`src/rtl/bs_tap_chain_pkg.sv`:
```
`default_nettype none
// ============================================================================
//  Module      : bs_tap_chain_pkg
//  Description : Shared TAP state encoding, instruction codes and the TAP
//                next-state function for the boundary-scan TAP chain.
//  Revision    : 1.0 - initial release
// ============================================================================
package bs_tap_chain_pkg;

  // IEEE 1149.1 state encoding; the values are visible on TapState.
  typedef enum logic [3:0] {
    TAP_EX2DR   = 4'h0,
    TAP_EX1DR   = 4'h1,
    TAP_SHDR    = 4'h2,
    TAP_PAUSEDR = 4'h3,
    TAP_SELIR   = 4'h4,
    TAP_UPDDR   = 4'h5,
    TAP_CAPDR   = 4'h6,
    TAP_SELDR   = 4'h7,
    TAP_EX2IR   = 4'h8,
    TAP_EX1IR   = 4'h9,
    TAP_SHIR    = 4'hA,
    TAP_PAUSEIR = 4'hB,
    TAP_RTI     = 4'hC,
    TAP_UPDIR   = 4'hD,
    TAP_CAPIR   = 4'hE,
    TAP_TLR     = 4'hF
  } tap_state_t;

  // Instruction codes. BYPASS is all ones at whatever IR width is used, so
  // it is built in the instantiating module; unknown codes act as BYPASS.
  localparam int unsigned INSTR_EXTEST         = 0;
  localparam int unsigned INSTR_SAMPLE_PRELOAD = 1;

  // Low two bits captured into the IR shift register in Capture-IR: the
  // 1149.1 fixed pattern (bit0 = 1, bit1 = 0), upper bits zero.
  localparam logic [1:0] IR_CAPTURE_LSBS = 2'b01;

  // Standard TMS-driven TAP state transition.
  function automatic tap_state_t tap_next_state(input tap_state_t cur,
                                                input logic       tms);
    tap_state_t nxt;
    nxt = TAP_TLR;
    case (cur)
      TAP_TLR:     nxt = tms ? TAP_TLR     : TAP_RTI;
      TAP_RTI:     nxt = tms ? TAP_SELDR   : TAP_RTI;
      TAP_SELDR:   nxt = tms ? TAP_SELIR   : TAP_CAPDR;
      TAP_CAPDR:   nxt = tms ? TAP_EX1DR   : TAP_SHDR;
      TAP_SHDR:    nxt = tms ? TAP_EX1DR   : TAP_SHDR;
      TAP_EX1DR:   nxt = tms ? TAP_UPDDR   : TAP_PAUSEDR;
      TAP_PAUSEDR: nxt = tms ? TAP_EX2DR   : TAP_PAUSEDR;
      TAP_EX2DR:   nxt = tms ? TAP_UPDDR   : TAP_SHDR;
      TAP_UPDDR:   nxt = tms ? TAP_SELDR   : TAP_RTI;
      TAP_SELIR:   nxt = tms ? TAP_TLR     : TAP_CAPIR;
      TAP_CAPIR:   nxt = tms ? TAP_EX1IR   : TAP_SHIR;
      TAP_SHIR:    nxt = tms ? TAP_EX1IR   : TAP_SHIR;
      TAP_EX1IR:   nxt = tms ? TAP_UPDIR   : TAP_PAUSEIR;
      TAP_PAUSEIR: nxt = tms ? TAP_EX2IR   : TAP_PAUSEIR;
      TAP_EX2IR:   nxt = tms ? TAP_UPDIR   : TAP_SHIR;
      TAP_UPDIR:   nxt = tms ? TAP_SELDR   : TAP_RTI;
      default:     nxt = TAP_TLR;
    endcase
    return nxt;
  endfunction

endpackage
`default_nettype wire

```
`src/rtl/bs_tap_chain_fsm.sv`:
```
`default_nettype none
// ============================================================================
//  Module      : bs_tap_chain_fsm
//  Description : IEEE 1149.1 TAP controller. Tracks TMS on rising TCLK and
//                decodes the per-state capture/shift/update strobes used by
//                the instruction and data registers.
//  Revision    : 1.0 - initial release
// ============================================================================
module bs_tap_chain_fsm
  import bs_tap_chain_pkg::*;
(
  input  logic       tclk,
  input  logic       rst,
  input  logic       tms,
  output tap_state_t state,
  output logic       test_logic_reset,
  output logic       capture_dr,
  output logic       shift_dr,
  output logic       update_dr,
  output logic       capture_ir,
  output logic       shift_ir,
  output logic       update_ir
);

  tap_state_t cur_state;
  tap_state_t nxt_state;

  // State register: reset forces Test-Logic-Reset asynchronously.
  always_ff @(posedge tclk or posedge rst) begin
    if (rst) begin
      cur_state <= TAP_TLR;
    end else begin
      cur_state <= nxt_state;
    end
  end

  // Next-state logic from the shared transition function.
  always_comb begin
    nxt_state = tap_next_state(cur_state, tms);
  end

  // Strobe decode: each strobe is high for the whole cycle spent in its state.
  always_comb begin
    test_logic_reset = 1'b0;
    capture_dr       = 1'b0;
    shift_dr         = 1'b0;
    update_dr        = 1'b0;
    capture_ir       = 1'b0;
    shift_ir         = 1'b0;
    update_ir        = 1'b0;
    case (cur_state)
      TAP_TLR:   test_logic_reset = 1'b1;
      TAP_CAPDR: capture_dr       = 1'b1;
      TAP_SHDR:  shift_dr         = 1'b1;
      TAP_UPDDR: update_dr        = 1'b1;
      TAP_CAPIR: capture_ir       = 1'b1;
      TAP_SHIR:  shift_ir         = 1'b1;
      TAP_UPDIR: update_ir        = 1'b1;
      default:   ;
    endcase
  end

  assign state = cur_state;

endmodule
`default_nettype wire

```
`src/rtl/bs_tap_chain.sv`:
```
`default_nettype none
// ============================================================================
//  Module      : bs_tap_chain
//  Description : Boundary-scan TAP with instruction register, bypass register
//                and a Length-cell boundary-scan register (capture + update
//                stage per cell). Supports EXTEST, SAMPLE/PRELOAD and BYPASS.
//  Revision    : 1.0 - initial release
// ============================================================================
module bs_tap_chain
  import bs_tap_chain_pkg::*;
#(
  parameter int Length = 8,
  parameter int IR_W   = 3
)
(
  input  logic              TCLK,
  input  logic              Rst,
  input  logic              TMS,
  input  logic              TDI,
  output logic              TDO,
  output logic              TDO_en,
  input  logic [Length-1:0] Din,
  output logic [Length-1:0] Dout,
  output logic [IR_W-1:0]   IR,
  output logic [3:0]        TapState
);

  localparam logic [IR_W-1:0] IR_BYPASS  = '1;
  localparam logic [IR_W-1:0] IR_EXTEST  = IR_W'(INSTR_EXTEST);
  localparam logic [IR_W-1:0] IR_SAMPLE  = IR_W'(INSTR_SAMPLE_PRELOAD);
  localparam logic [IR_W-1:0] IR_CAPTURE = IR_W'(IR_CAPTURE_LSBS);

  tap_state_t tap_state;
  logic       test_logic_reset;
  logic       capture_dr;
  logic       shift_dr;
  logic       update_dr;
  logic       capture_ir;
  logic       shift_ir;
  logic       update_ir;

  logic [IR_W-1:0]   ir_shift;
  logic [IR_W-1:0]   ir_reg;
  logic [IR_W-1:0]   active_ir;
  logic              bsr_selected;
  logic              extest_active;
  logic              bypass_reg;
  logic              bsr_capture_en;
  logic              bsr_shift_en;
  logic              bsr_update_en;
  logic [Length-1:0] bsr_capture;
  logic [Length-1:0] bsr_update;
  logic [Length-1:0] bsr_shift_in;
  logic              tdo_bit;

  bs_tap_chain_fsm u_fsm (
    .tclk             (TCLK),
    .rst              (Rst),
    .tms              (TMS),
    .state            (tap_state),
    .test_logic_reset (test_logic_reset),
    .capture_dr       (capture_dr),
    .shift_dr         (shift_dr),
    .update_dr        (update_dr),
    .capture_ir       (capture_ir),
    .shift_ir         (shift_ir),
    .update_ir        (update_ir)
  );

  // ---------------------------------------------------------------------------
  // Instruction register
  // ---------------------------------------------------------------------------

  // IR shift stage: fixed pattern in Capture-IR, shift right toward TDO in Shift-IR.
  always_ff @(posedge TCLK or posedge Rst) begin
    if (Rst) begin
      ir_shift <= '0;
    end else if (capture_ir) begin
      ir_shift <= IR_CAPTURE;
    end else if (shift_ir) begin
      ir_shift <= {TDI, ir_shift[IR_W-1:1]};
    end
  end

  // Active instruction: BYPASS while in TLR, loaded only in Update-IR.
  always_ff @(posedge TCLK or posedge Rst) begin
    if (Rst) begin
      ir_reg <= IR_BYPASS;
    end else if (test_logic_reset) begin
      ir_reg <= IR_BYPASS;
    end else if (update_ir) begin
      ir_reg <= ir_shift;
    end
  end

  // Entering TLR via TMS takes effect on the instruction immediately, not a
  // cycle later, so the decode sees BYPASS for the whole TLR stay.
  assign active_ir     = test_logic_reset ? IR_BYPASS : ir_reg;
  assign bsr_selected  = (active_ir == IR_EXTEST) || (active_ir == IR_SAMPLE);
  assign extest_active = (active_ir == IR_EXTEST);

  // ---------------------------------------------------------------------------
  // Bypass register
  // ---------------------------------------------------------------------------

  // One-bit bypass: captures 0, then delays TDI by one cycle while shifting.
  always_ff @(posedge TCLK or posedge Rst) begin
    if (Rst) begin
      bypass_reg <= 1'b0;
    end else if (capture_dr && !bsr_selected) begin
      bypass_reg <= 1'b0;
    end else if (shift_dr && !bsr_selected) begin
      bypass_reg <= TDI;
    end
  end

  // ---------------------------------------------------------------------------
  // Boundary-scan register
  // ---------------------------------------------------------------------------

  assign bsr_capture_en = capture_dr && bsr_selected;
  assign bsr_shift_en   = shift_dr   && bsr_selected;
  assign bsr_update_en  = update_dr  && bsr_selected;

  // Serial input of each cell: TDI enters the top cell, the chain shifts toward cell 0.
  assign bsr_shift_in = {TDI, bsr_capture[Length-1:1]};

  for (genvar i = 0; i < Length; i++) begin : g_bsr_cell
    logic cap_bit;
    logic upd_bit;

    // Capture stage: parallel load of the core-side pin, or serial shift.
    always_ff @(posedge TCLK or posedge Rst) begin
      if (Rst) begin
        cap_bit <= 1'b0;
      end else if (bsr_capture_en) begin
        cap_bit <= Din[i];
      end else if (bsr_shift_en) begin
        cap_bit <= bsr_shift_in[i];
      end
    end

    // Update stage: holds the last updated value across IR changes so a
    // PRELOAD survives the switch to EXTEST.
    always_ff @(posedge TCLK or posedge Rst) begin
      if (Rst) begin
        upd_bit <= 1'b0;
      end else if (bsr_update_en) begin
        upd_bit <= cap_bit;
      end
    end

    assign bsr_capture[i] = cap_bit;
    assign bsr_update[i]  = upd_bit;
  end

  // ---------------------------------------------------------------------------
  // Outputs
  // ---------------------------------------------------------------------------

  // TDO mux: LSB of whichever shift path is active, forced low otherwise.
  always_comb begin
    tdo_bit = 1'b0;
    if (shift_ir) begin
      tdo_bit = ir_shift[0];
    end else if (shift_dr) begin
      tdo_bit = bsr_selected ? bsr_capture[0] : bypass_reg;
    end
  end

  assign TDO      = tdo_bit;
  assign TDO_en   = shift_dr || shift_ir;
  assign Dout     = extest_active ? bsr_update : Din;
  assign IR       = active_ir;
  assign TapState = tap_state;

endmodule
`default_nettype wire
```
`config.mk`:
```
export PLATFORM = sky130hd
export DESIGN_NAME = bs_tap_chain
export DESIGN_NICKNAME = d
export VERILOG_FILES = /design/src/rtl/bs_tap_chain_pkg.sv /design/src/rtl/bs_tap_chain_fsm.sv /design/src/rtl/bs_tap_chain.sv
export SDC_FILE = /design/constraint.sdc
export NUM_CORES = 1
export LEC_CHECK = 0
export ABC_AREA = 1
export BUFFER_PORTS_ARGS = -buffer_cell sky130_fd_sc_hd__clkbuf_2
export CAP_MARGIN = 20
export CORE_ASPECT_RATIO = 0.5
export CORE_MARGIN = 2
export CORE_UTILIZATION = 54
export DETAILED_ROUTE_END_ITERATION = 10
export HOLD_SLACK_MARGIN = 0.08
export PLACE_DENSITY = 0.8
export SLEW_MARGIN = 10
export SYNTH_ARGS = -nofsm -noshare
export SYNTH_HDL_FRONTEND = slang
export SYNTH_SLANG_ARGS = --single-unit
```
`constraint.sdc`:
```
create_clock -name TCLK -period 1.65 [get_ports TCLK]
set_input_delay 0.0825 -clock TCLK [delete_from_list [all_inputs] [get_ports TCLK]]
set_output_delay 0.0825 -clock TCLK [all_outputs]
set_load 0.02 [all_outputs]
```
==> impl_summary.txt, run 1 <==
----------------------------------------------------
[Layout]
  Number of fill cells in the layout ... between 150 and 200
  Area used by multi-input combinational logic ... between 700 and 800 um2
  Most frequent cells in the layout ... 63 x nand2_1, 31 x inv_1, 26 x buf_4, 22 x nor2_1, 20 x dfrtp_1
  Fraction of layout instances using a drive strength above 1 ... 31.8%
  Antenna diode instance count ... 0
  Area growth from synthesis to layout ... 33.9%
  Post-route cell area ... 2020 um2
  Final layout net count ... around 270
  Utilization after layout ... 76.8%
  Leading cell type in the layout, fill and taps excluded ... nand2_1
  Area taken by flip-flops and latches ... 684 um2

[Yosys]
  Number of warnings reported in the yosys synthesis log ... 0
  Proportion of netlist area held by the largest area contributor ... 33.1%
  Synth unique cells ... 24
  Mapped Area ... 1510 um2
  Most area-consuming cells after synthesis ... dfrtp_1 33%, nand2_1 17%, dfstp_2 12%, inv_1 8.9%, o21ai_0 7.0%
  Total nets after synthesis ... between 200 and 250
  Sequential fraction of the synthesis area ... 45.3%
  Number of synthesized register bits ... 27
  Syn avg cell area ... 7.23 um2
  Area leader, netlist ... dfrtp_1
  Post-Syn Instances ... between 200 and 250

[Route]
  WL met1 ... 1840 um
  Number of vias in the routed layout ... around 1.6k
  Wire length per cell after detailed routing ... 14.8 um
  Post-DRT Antenna Nets ... 0
  Final Routed Wirelength ... 4410 um
  Highest routed metal layer ... met4
  Met3 wire length ... 484 um
  Via density ... 5.42
  Number of detailed-route iterations in the first pass ... 5
  Detailed Route Iter0 Violations ... 173
  Detailed-route DRC error count ... 0
  Detailed-routed wire length on met2 ... approximately 1900 um

[Run]
  Max Cap Violations ... 0

[Clock tree]
  Clock Root Buffer ... clkbuf_8
  Clock slew at reported path FFs ... ~0.09 ns
  Clock Path Buffers ... 2
  Number of levels the H-tree was split into ... 1
  Clock buffers created by TritonCTS ... 3
  Clock tree from TritonCTS ... built
  Clock latency at the later pin of the worst-skew pair ... 0.27 ns
  Number of sinks on the clock net ... 27

[Die]
  Die outline width ... between 70 and 80 um
  Placement Rows ... 13
  Std-Cell Core Area ... 2640 um2
  Overall die area ... 3260 um2
  Initial standard-cell utilization of the core ... 57.4%
  Number of primary I/O pins ... 29
  Height of the die ... 41.4 um

[STA]
  Number of endpoints failing setup at the final stage ... 10
  Post-Route Setup TNS ... -0.410 ns
  Relative slew margins ... 76.3%
  Final hold violations ... 0
  Post-Route Hold Slack ... 0.114 ns
  Unrepaired setup endpoints after global routing ... yes
  Final-report max-slew violation count ... 0
  Post-layout worst setup margin ... -0.123 ns
  Clk_skew ... 0.00474 ns
  Pin slew with the least headroom to its limit ... 0.356 ns
  FMAX ... 564 MHz
  Tmin final ... 1.77 ns
  Final worst path period share ... 107%

[Worst setup path]
  CP top delay family ... flip-flops
  Type of element launching the critical path ... flop
  Crit Path Class ... reg -> out
  Category of the worst setup path capture point ... output port
  Crit path buf inv count ... 2
  Biggest cell delay along the critical path ... 0.59 ns
  Worst Path Required ... 1.57 ns
  Arrival time of the worst setup path ... 1.69 ns
  Max Fanout on Critical Path ... 4
  Slowest cell on the critical path ... dfstp_2
  Crit-path cells ... nand2_4 -> nor2_4 -> buf_6 -> nor2_4 -> nand2_2 -> nand2_1 -> nand3_1 -> nand2_1 -> clkbuf_8

[Global route]
  Pin count of the biggest net entering global routing ... 28
  Initial antenna violation count ... 0
  Wire length of the first global-routing pass ... roughly 6700 um
  Via count of the first global-routing pass ... 1,419
  Combined global-route utilization of all metal layers ... a little over a quarter
  Overflow left after global routing ... 0

[Power]
  Int Pwr ... about 1.9 mW
  Power density normalized to cell area ... around 1800 nW/um2
  Largest voltage drop on the vdd net ... 1.00 mV
  Seq pwr share ... 33.1%
  Switching power share of the total ... 46.2%
  Clock network power share ... around a tenth
  Psw ... 1.67 mW
  Combinational fraction of design power ... between 50% and 60%
  Total leakage power ... 1.08 nW

[Outcome]
  Result of the run ... finished with violations
  Violations in the final reports ... setup timing

[Place]
  Worst slack after detailed placement ... 0.0508 ns
  HPWL after detailed placement ... ~2600 um
  Number of input and output port buffers inserted ... 28
  Routability Congestion ... 0.944
  Cell area after placement ... between 1500 and 2000 um2

[Worst hold path]
  Type of the tightest min-delay check ... in -> reg

----------------------------------------------------
[through the flow]
step / total power, mW / std cells
CTS: 3.30 / 292
global route: 3.85 / 298
detailed placement: 2.71 / 278
finish: 3.62 / 298
global placement: 2.66 / 278
floorplan: 2.21 / 209
[power by group through the flow]
stage          logic [mW]  clock network (mW)  registers (mW)
2_1_floorplan       0.958                   0            1.26
3_3_place_gp         1.49                   0            1.16
3_5_place_dp         1.52                   0            1.18
4_1_cts              1.75               0.384            1.17
5_1_grt              2.20               0.421            1.23
6_report             2.04               0.381            1.20
[worst reg2reg max path, delay by kind of cell (launching register included)]
family        cells  cell delay [ns]
simple gates      7             0.62
flops             1             0.59
buf+inv           2             0.28
[area by class of cell]
cell class	count	share of cell area, %
multi-input combinational	143	36.5
sequential	27	33.8
timing repair buffer	51	18.3
inverter	36	6.80
tap	37	2.29
clock buffer	4	2.23
[cells by family (layout without fill, tap and decap cells)]
| logic type | after synthesis | after routing | share of synthesized area, % |
|---|---|---|---|
| simple gates | 112 | 113 | 32.9 |
| buf+inv | 40 | 91 | 10.8 |
| compound gates | 30 | 30 | 11.0 |
| flops | 27 | 27 | 45.3 |
[path summary, 6_finish.rpt]
kind / startpoint / slack, ns / cells after the start / endpoint
hold reg to reg: g_bsr_cell[2].cap_bit / 0.48 / 2 / g_bsr_cell[2].cap_bit
max in group asynchronous: Rst / 0.95 / 4 / u_fsm.state[2]
hold / removal: TMS / 0.11 / 2 / u_fsm.state[3]
min in group asynchronous: Rst / 0.39 / 4 / ir_shift[0]
setup reg to reg: u_fsm.state[3] / 0.06 / 9 / g_bsr_cell[2].cap_bit
setup / recovery: u_fsm.state[3] / -0.12 / 9 / TDO
[Yosys cell counts (all sizes together)]
master / count
o211ai: 2
nor2: 27
nand3: 10
nand4: 2
a21oi: 2
a22oi: 2
o21ai: 21
o22ai: 2
dfrtp: 20
a2bb2oi: 1
nor3: 3
clkbuf: 1
dfstp: 7
buf: 3
nand2: 70
inv: 36
[metal layers]
layer	global-route usage (%)	vias up
li1	-	756
met1	36.9	722
met2	41.0	116
met3	6.30	20
met4	8.62	0
met5	0	-
[what timing repair did]
item,CTS,global route
endpoints found under the setup margin,9,25
pin swaps,7,10
cloned,1,0
resized for setup,21,36
hold endpoints to repair,21,0
buffers inserted,7,6
hold buffers,2,0
No activity file was read; power rests on OpenSTA's default activity.
==> run 2: changes to the inputs <==
--- a/config.mk
+++ b/config.mk
@@ -7,13 +7,13 @@
 export LEC_CHECK = 0
 export ABC_AREA = 1
 export BUFFER_PORTS_ARGS = -buffer_cell sky130_fd_sc_hd__clkbuf_2
-export CAP_MARGIN = 20
 export CORE_ASPECT_RATIO = 0.5
 export CORE_MARGIN = 2
-export CORE_UTILIZATION = 54
+export CORE_UTILIZATION = 55
+export CTS_BUF_LIST = sky130_fd_sc_hd__clkbuf_4 sky130_fd_sc_hd__clkbuf_8
 export DETAILED_ROUTE_END_ITERATION = 10
 export HOLD_SLACK_MARGIN = 0.08
-export PLACE_DENSITY = 0.8
+export PLACE_DENSITY = 0.81
 export SLEW_MARGIN = 10
 export SYNTH_ARGS = -nofsm -noshare
 export SYNTH_HDL_FRONTEND = slang
==> run 2 against run 1 <==
Design area decreased by 1.3%. Critical path depth decreased by 2. Largest power group unchanged. Final cell count decreased by 0.34%. Global-route usage decreased by 1.3 points. Power decreased by 3.0%. Fmax increased by 4.3%. The flow still finishes with violations (setup timing). Clock skew decreased by 0.0014 ns. Die area decreased by 1.7%. Utilization about the same. Routed wire length decreased by 7.8%. Register-to-register slack improved by 0.02 ns. First-iteration DRC count decreased by 45%. Critical endpoint is now Dout[6].
==> impl_summary.txt, run 2 (synthesis gave the netlist of run 1 again) <==
----------------------------------------------------
[Outcome]
  Result of the run ... finished with violations
  Violations in the final reports ... setup timing

[STA]
  Final worst path period share ... 103%
  Tmin final ... 1.70 ns
  Final-report max-slew violation count ... 0
  Clk_skew ... 0.00330 ns
  Final hold violations ... 0
  Number of endpoints failing setup at the final stage ... 9
  Relative slew margins ... 77.1%
  FMAX ... 588 MHz
  Unrepaired setup endpoints after global routing ... yes
  Pin slew with the least headroom to its limit ... 0.343 ns
  Post-layout worst setup margin ... -0.0493 ns

[Global route]
  Wire length of the first global-routing pass ... between 5000 and 6000 um
  Via count of the first global-routing pass ... 1,195
  Initial antenna violation count ... 0
  Overflow left after global routing ... 0
  Combined global-route utilization of all metal layers ... about a quarter
  Pin count of the biggest net entering global routing ... 28

[Worst setup path]
  Arrival time of the worst setup path ... 1.62 ns
  Worst Path Required ... 1.57 ns
  Worst reg2reg endpoint ... g_bsr_cell[2].cap_bit
  Type of element launching the critical path ... flop
  Reg2Reg Launch Point ... u_fsm.state[1]
  R2r worst-path depth ... 8
  Max Fanout on Critical Path ... 8
  Internal reg-to-reg setup slack ... roughly 0.080 ns
  Category of the worst setup path capture point ... output port
  Crit Path Class ... reg -> out

[Clock tree]
  Clock Root Buffer ... clkbuf_8
  Clock tree from TritonCTS ... built
  Number of sinks on the clock net ... 27
  Number of levels the H-tree was split into ... 1
  Clock buffers created by TritonCTS ... 3
  Clock Path Buffers ... 2
  Clock latency at the later pin of the worst-skew pair ... 0.27 ns
  Clock slew at reported path FFs ... 0.09 ns

[Layout]
  Antenna diode instance count ... 0
  Most frequent cells in the layout ... 64 x nand2_1, 32 x inv_1, 25 x buf_4, 23 x nor2_1, 20 x dfrtp_1
  Final layout net count ... 273
  Leading cell type in the layout, fill and taps excluded ... nand2_1
  Utilization after layout ... between 70% and 80%
  Area growth from synthesis to layout ... 32.1%
  Fraction of layout instances using a drive strength above 1 ... approximately 30%

[Route]
  Post-DRT Antenna Nets ... 0
  Detailed Route Iter0 Violations ... 95
  WL met1 ... 1850 um
  Detailed-routed wire length on met2 ... 1870 um
  Number of detailed-route iterations in the first pass ... 4
  Met3 wire length ... 261 um
  Via density ... 5.18
  Wire length per cell after detailed routing ... 13.7 um
  Detailed-route DRC error count ... 0
  Number of vias in the routed layout ... 1,539
  Final Routed Wirelength ... around 4100 um
  Highest routed metal layer ... met4

[Power]
  Combinational fraction of design power ... 55.8%
  Seq pwr share ... 33.6%
  Int Pwr ... 1.90 mW
  Largest voltage drop on the vdd net ... about 0.90 mV
  Clock network power share ... 10.6%
  Power density normalized to cell area ... around 1800 nW/um2
  Switching power share of the total ... between 40% and 50%
  Total leakage power ... 1.07 nW
  Psw ... about 1.6 mW
  Total power ... roughly 3.5 mW

[Worst hold path]
  Hold Crit Endpoint ... g_bsr_cell[7].cap_bit
  Hold path startpoint ... Din[7]
  Worst Hold Path Cells ... 5
  Type of the tightest min-delay check ... in -> reg

[Die]
  Die outline width ... 78.1 um
  Overall die area ... 3210 um2
  Std-Cell Core Area ... ~2600 um2
  Placement Rows ... 13
  Initial standard-cell utilization of the core ... 58.1%
  Height of the die ... 41.1 um
  Number of primary I/O pins ... 29

[Place]
  Routability Congestion ... around 0.91
  HPWL after detailed placement ... 2450 um
  Number of input and output port buffers inserted ... 28

[Run]
  Max Cap Violations ... 0

----------------------------------------------------
==> run 2: power groups by stage <==
stage	Clock [mW]	Combinational, mW	Sequential, mW
5_1_grt	0.410	2.14	1.20
6_report	0.372	1.96	1.18
2_1_floorplan	0	0.958	1.26
4_1_cts	0.381	1.72	1.17
3_3_place_gp	0	1.48	1.15
3_5_place_dp	0	1.52	1.17
==> run 2: how the worst max path moves through the flow <==
stage,start,slack (ns),end
final,u_fsm.state[3],-0.05,Dout[6]
after CTS,u_fsm.state[0],-0.06,Dout[6]
after detailed placement,u_fsm.state[1],0.03,Dout[6]
after global placement,u_fsm.state[1],0.08,Dout[5]
after floorplan,u_fsm.state[1],0.03,Dout[5]
after global routing,u_fsm.state[2],-0.11,Dout[2]
==> run 2: metrics by stage <==
| step | hold WS [ns] | worst slack (ns) | instances | area, um2 | TNS (ns) |
|---|---|---|---|---|---|
| after CTS | 0.154 | -0.0625 | 290 | 1900 | -0.421 |
| after global placement | 0.136 | 0.0767 | 277 | 1720 | 0 |
| after global routing | 0.163 | -0.114 | 297 | 2000 | -1.00 |
| final | 0.159 | -0.0493 | 297 | 2000 | -0.288 |
| after floorplan | 0.130 | 0.0301 | 209 | 1510 | 0 |
| after detailed placement | 0.139 | 0.0297 | 277 | 1720 | 0 |
==> run 2: layout make-up <==
cell class              count  area [um2]
inverters                  36         138
fillers                   169         606
clock buffers               3        41.3
well taps                  37        46.3
flip-flops and latches     27         684
clock inverters             1        5.00
multi-input cells         144         747
repair buffers             49         335
==> run 2: worst max-delay path: stages, from the launching register on <==
cell and delay (ns):
dfstp_2 0.55, nand2_2 0.07, nor2_4 0.18, inv_4 0.08, nand4_4 0.14, nand2_1 0.08
o21ai_1 0.08, buf_4 0.16
==> run 2: layer usage <==
metal,vias up,global-route usage [%]
li1,758,-
met3,12,8.59
met2,47,41.4
met4,0,11.4
met1,722,31.3
met5,-,0
==> run 2: what timing repair did <==
item | in CTS | in global routing
cloned | 1 | 1
setup buffers | 5 | 6
endpoints found under the setup margin | 9 | 22
gates resized for setup | 19 | 27
hold buffers | 3 | 0
pin swaps | 6 | 7
hold endpoints to repair | 22 | 0
==> run 3: changes to the inputs <==
--- a/config.mk
+++ b/config.mk
@@ -18,3 +18,4 @@
 export SYNTH_ARGS = -nofsm -noshare
 export SYNTH_HDL_FRONTEND = slang
 export SYNTH_SLANG_ARGS = --single-unit
+export TNS_END_PERCENT = 30
==> run 3 against run 2 <==
The flow still finishes with violations (setup timing). Clock-buffer cell count did not move. Clock skew fell by 0.0020 ns. Power fell by 2.0%. Sequential power barely moved. Final cell count fell by 0.67%. Hold slack improved by 0.0037 ns. Via count fell by 1.9%. Sequential cell count did not move. Global-route usage barely moved.
==> impl_summary.txt, run 3 (synthesis gave the netlist of run 1 again) <==
----------------------------------------------------
[Power]
  Largest voltage drop on the vdd net ... 0.899 mV
  Switching power share of the total ... a little under half
  Total power ... 3.44 mW
  Power density normalized to cell area ... 1750 nW/um2
  Psw ... 1.57 mW
  Total leakage power ... 1.07 nW
  Clock network power share ... 10.8%
  Seq pwr share ... between 30 and 40%
  Combinational fraction of design power ... roughly 55%
  Int Pwr ... 1.88 mW

[Outcome]
  Result of the run ... finished with violations
  Violations in the final reports ... setup timing

[Run]
  Max Cap Violations ... 0

[Route]
  Final Routed Wirelength ... about 4000 um
  Post-DRT Antenna Nets ... 0
  Detailed-route DRC error count ... 0
  Detailed Route Iter0 Violations ... 90
  Wire length per cell after detailed routing ... 13.6 um
  Via density ... 5.12
  Number of vias in the routed layout ... between 1.5k and 2k
  Number of detailed-route iterations in the first pass ... 4

[Place]
  Post-placement cell count ... 277
  Cell area after placement ... about 1700 um2
  Worst slack after detailed placement ... 0.0297 ns
  Routability Congestion ... 0.912
  Number of input and output port buffers inserted ... 28
  HPWL after detailed placement ... 2450 um

[Clock tree]
  Clock Path Buffers ... 2
  Number of sinks on the clock net ... 27
  Clock slew at reported path FFs ... about 0.090 ns
  Number of levels the H-tree was split into ... 1
  Clock buffers created by TritonCTS ... 3
  Clock latency at the later pin of the worst-skew pair ... 0.27 ns
  Clock tree from TritonCTS ... built
  Clock Root Buffer ... clkbuf_8

[STA]
  Final hold violations ... 0
  Relative slew margins ... between 70% and 80%
  FMAX ... 586 MHz
  Clk_skew ... about 0.0013 ns
  Final worst path period share ... 103%
  Number of endpoints failing setup at the final stage ... 9
  Unrepaired setup endpoints after global routing ... yes
  Final-report max-slew violation count ... 0
  Post-layout worst setup margin ... -0.0573 ns
  Pin slew with the least headroom to its limit ... between 0.3 and 0.4 ns
  Tmin final ... 1.71 ns

[Layout]
  Fraction of layout instances using a drive strength above 1 ... 29.5%
  Number of fill cells in the layout ... 183
  Area growth from synthesis to layout ... 30.1%
  Final std cells w/o fill ... 295
  Final layout net count ... 271
  Utilization after layout ... 75.6%
  Antenna diode instance count ... 0
  Most frequent cells in the layout ... 64 x nand2_1, 33 x inv_1, 24 x buf_4, 23 x nor2_1, 20 x dfrtp_1
  Post-route cell area ... between 1500 and 2000 um2
  Leading cell type in the layout, fill and taps excluded ... nand2_1

[Global route]
  Via count of the first global-routing pass ... 1,178
  Overflow left after global routing ... 0
  Pin count of the biggest net entering global routing ... 28
  Combined global-route utilization of all metal layers ... about a quarter
  Initial antenna violation count ... 0
  Wire length of the first global-routing pass ... 5700 um

[Worst hold path]
  Worst Hold Path Cells ... 5
  Type of the tightest min-delay check ... in -> reg

[Die]
  Placement Rows ... 13
  Std-Cell Core Area ... approximately 2600 um2
  Die outline width ... 78.1 um
  Initial standard-cell utilization of the core ... 58.1%
  Height of the die ... 41.1 um
  Overall die area ... approximately 3200 um2
  Number of primary I/O pins ... 29

[Worst setup path]
  Arrival time of the worst setup path ... between 1.5 and 2 ns
  Type of element launching the critical path ... flop
  Category of the worst setup path capture point ... output port
  Crit Path Class ... reg -> out
  R2r worst-path depth ... 8
  Worst Path Required ... 1.57 ns
  Max Fanout on Critical Path ... 8

----------------------------------------------------
[run 3: cell count changes in the layout (fill, tap and decap cells not counted), sizes merged]
cell,delta
buf,-1
nand3,-1
[run 3: path summary, 6_finish.rpt]
path	to	slack, ns	from
max	Dout[6]	-0.06	u_fsm.state[2]
min	g_bsr_cell[7].cap_bit	0.16	Din[7]
max reg2reg	g_bsr_cell[0].cap_bit	0.07	u_fsm.state[1]
min reg2reg	g_bsr_cell[4].cap_bit	0.49	g_bsr_cell[4].cap_bit
max in group asynchronous	u_fsm.state[0]	0.94	Rst
min in group asynchronous	bypass_reg	0.41	Rst
[run 3: critical path, cell delays in order, from the launching register on]
cell     delay [ns]
dfstp_2        0.55
nand2_2        0.08
nor2_4         0.18
inv_4          0.08
nand4_4        0.14
nand2_1        0.08
o21ai_1        0.08
buf_4          0.16
[run 3: metrics by stage]
step           TNS [ns]  hold WS (ns)
3_5_place_dp          0         0.139
3_3_place_gp          0         0.136
5_1_grt           -1.06         0.163
2_1_floorplan         0         0.130
6_report         -0.361         0.163
4_1_cts          -0.439         0.154
[run 3: final cells by class]
cell class	count	area, um2	share of cell area, %
well taps	37	46.3	2.35
inverters	36	138	7.00
multi-input cells	143	724	36.8
clock buffers	3	41.3	2.10
flip-flops and latches	27	684	34.8
repair buffers	48	328	16.7
clock inverters	1	5.00	0.254
[run 3: power groups by stage]
stage	sequential, mW	combinational (mW)	clock [mW]
6_report	1.18	1.89	0.372
5_1_grt	1.20	2.07	0.410
4_1_cts	1.17	1.68	0.381
3_5_place_dp	1.17	1.52	0
3_3_place_gp	1.15	1.48	0
2_1_floorplan	1.26	0.958	0
[run 3: what timing repair did]
action / CTS / global route
setup buffers: 3 / 7
gates resized for setup: 16 / 27
pin swaps: 3 / 6
setup endpoints to repair: 9 / 16
endpoints found under the hold margin: 22 / 0
hold buffers: 3 / 0
cloned: 1 / 0
[run 3: layer usage]
metal	GRT usage, %	part of all wire (%)	up-vias
met5	0	0	-
met4	11.4	2.2	0
met3	8.59	7.6	12
met2	41.2	46	54
met1	31.5	44	696
li1	-	-	747
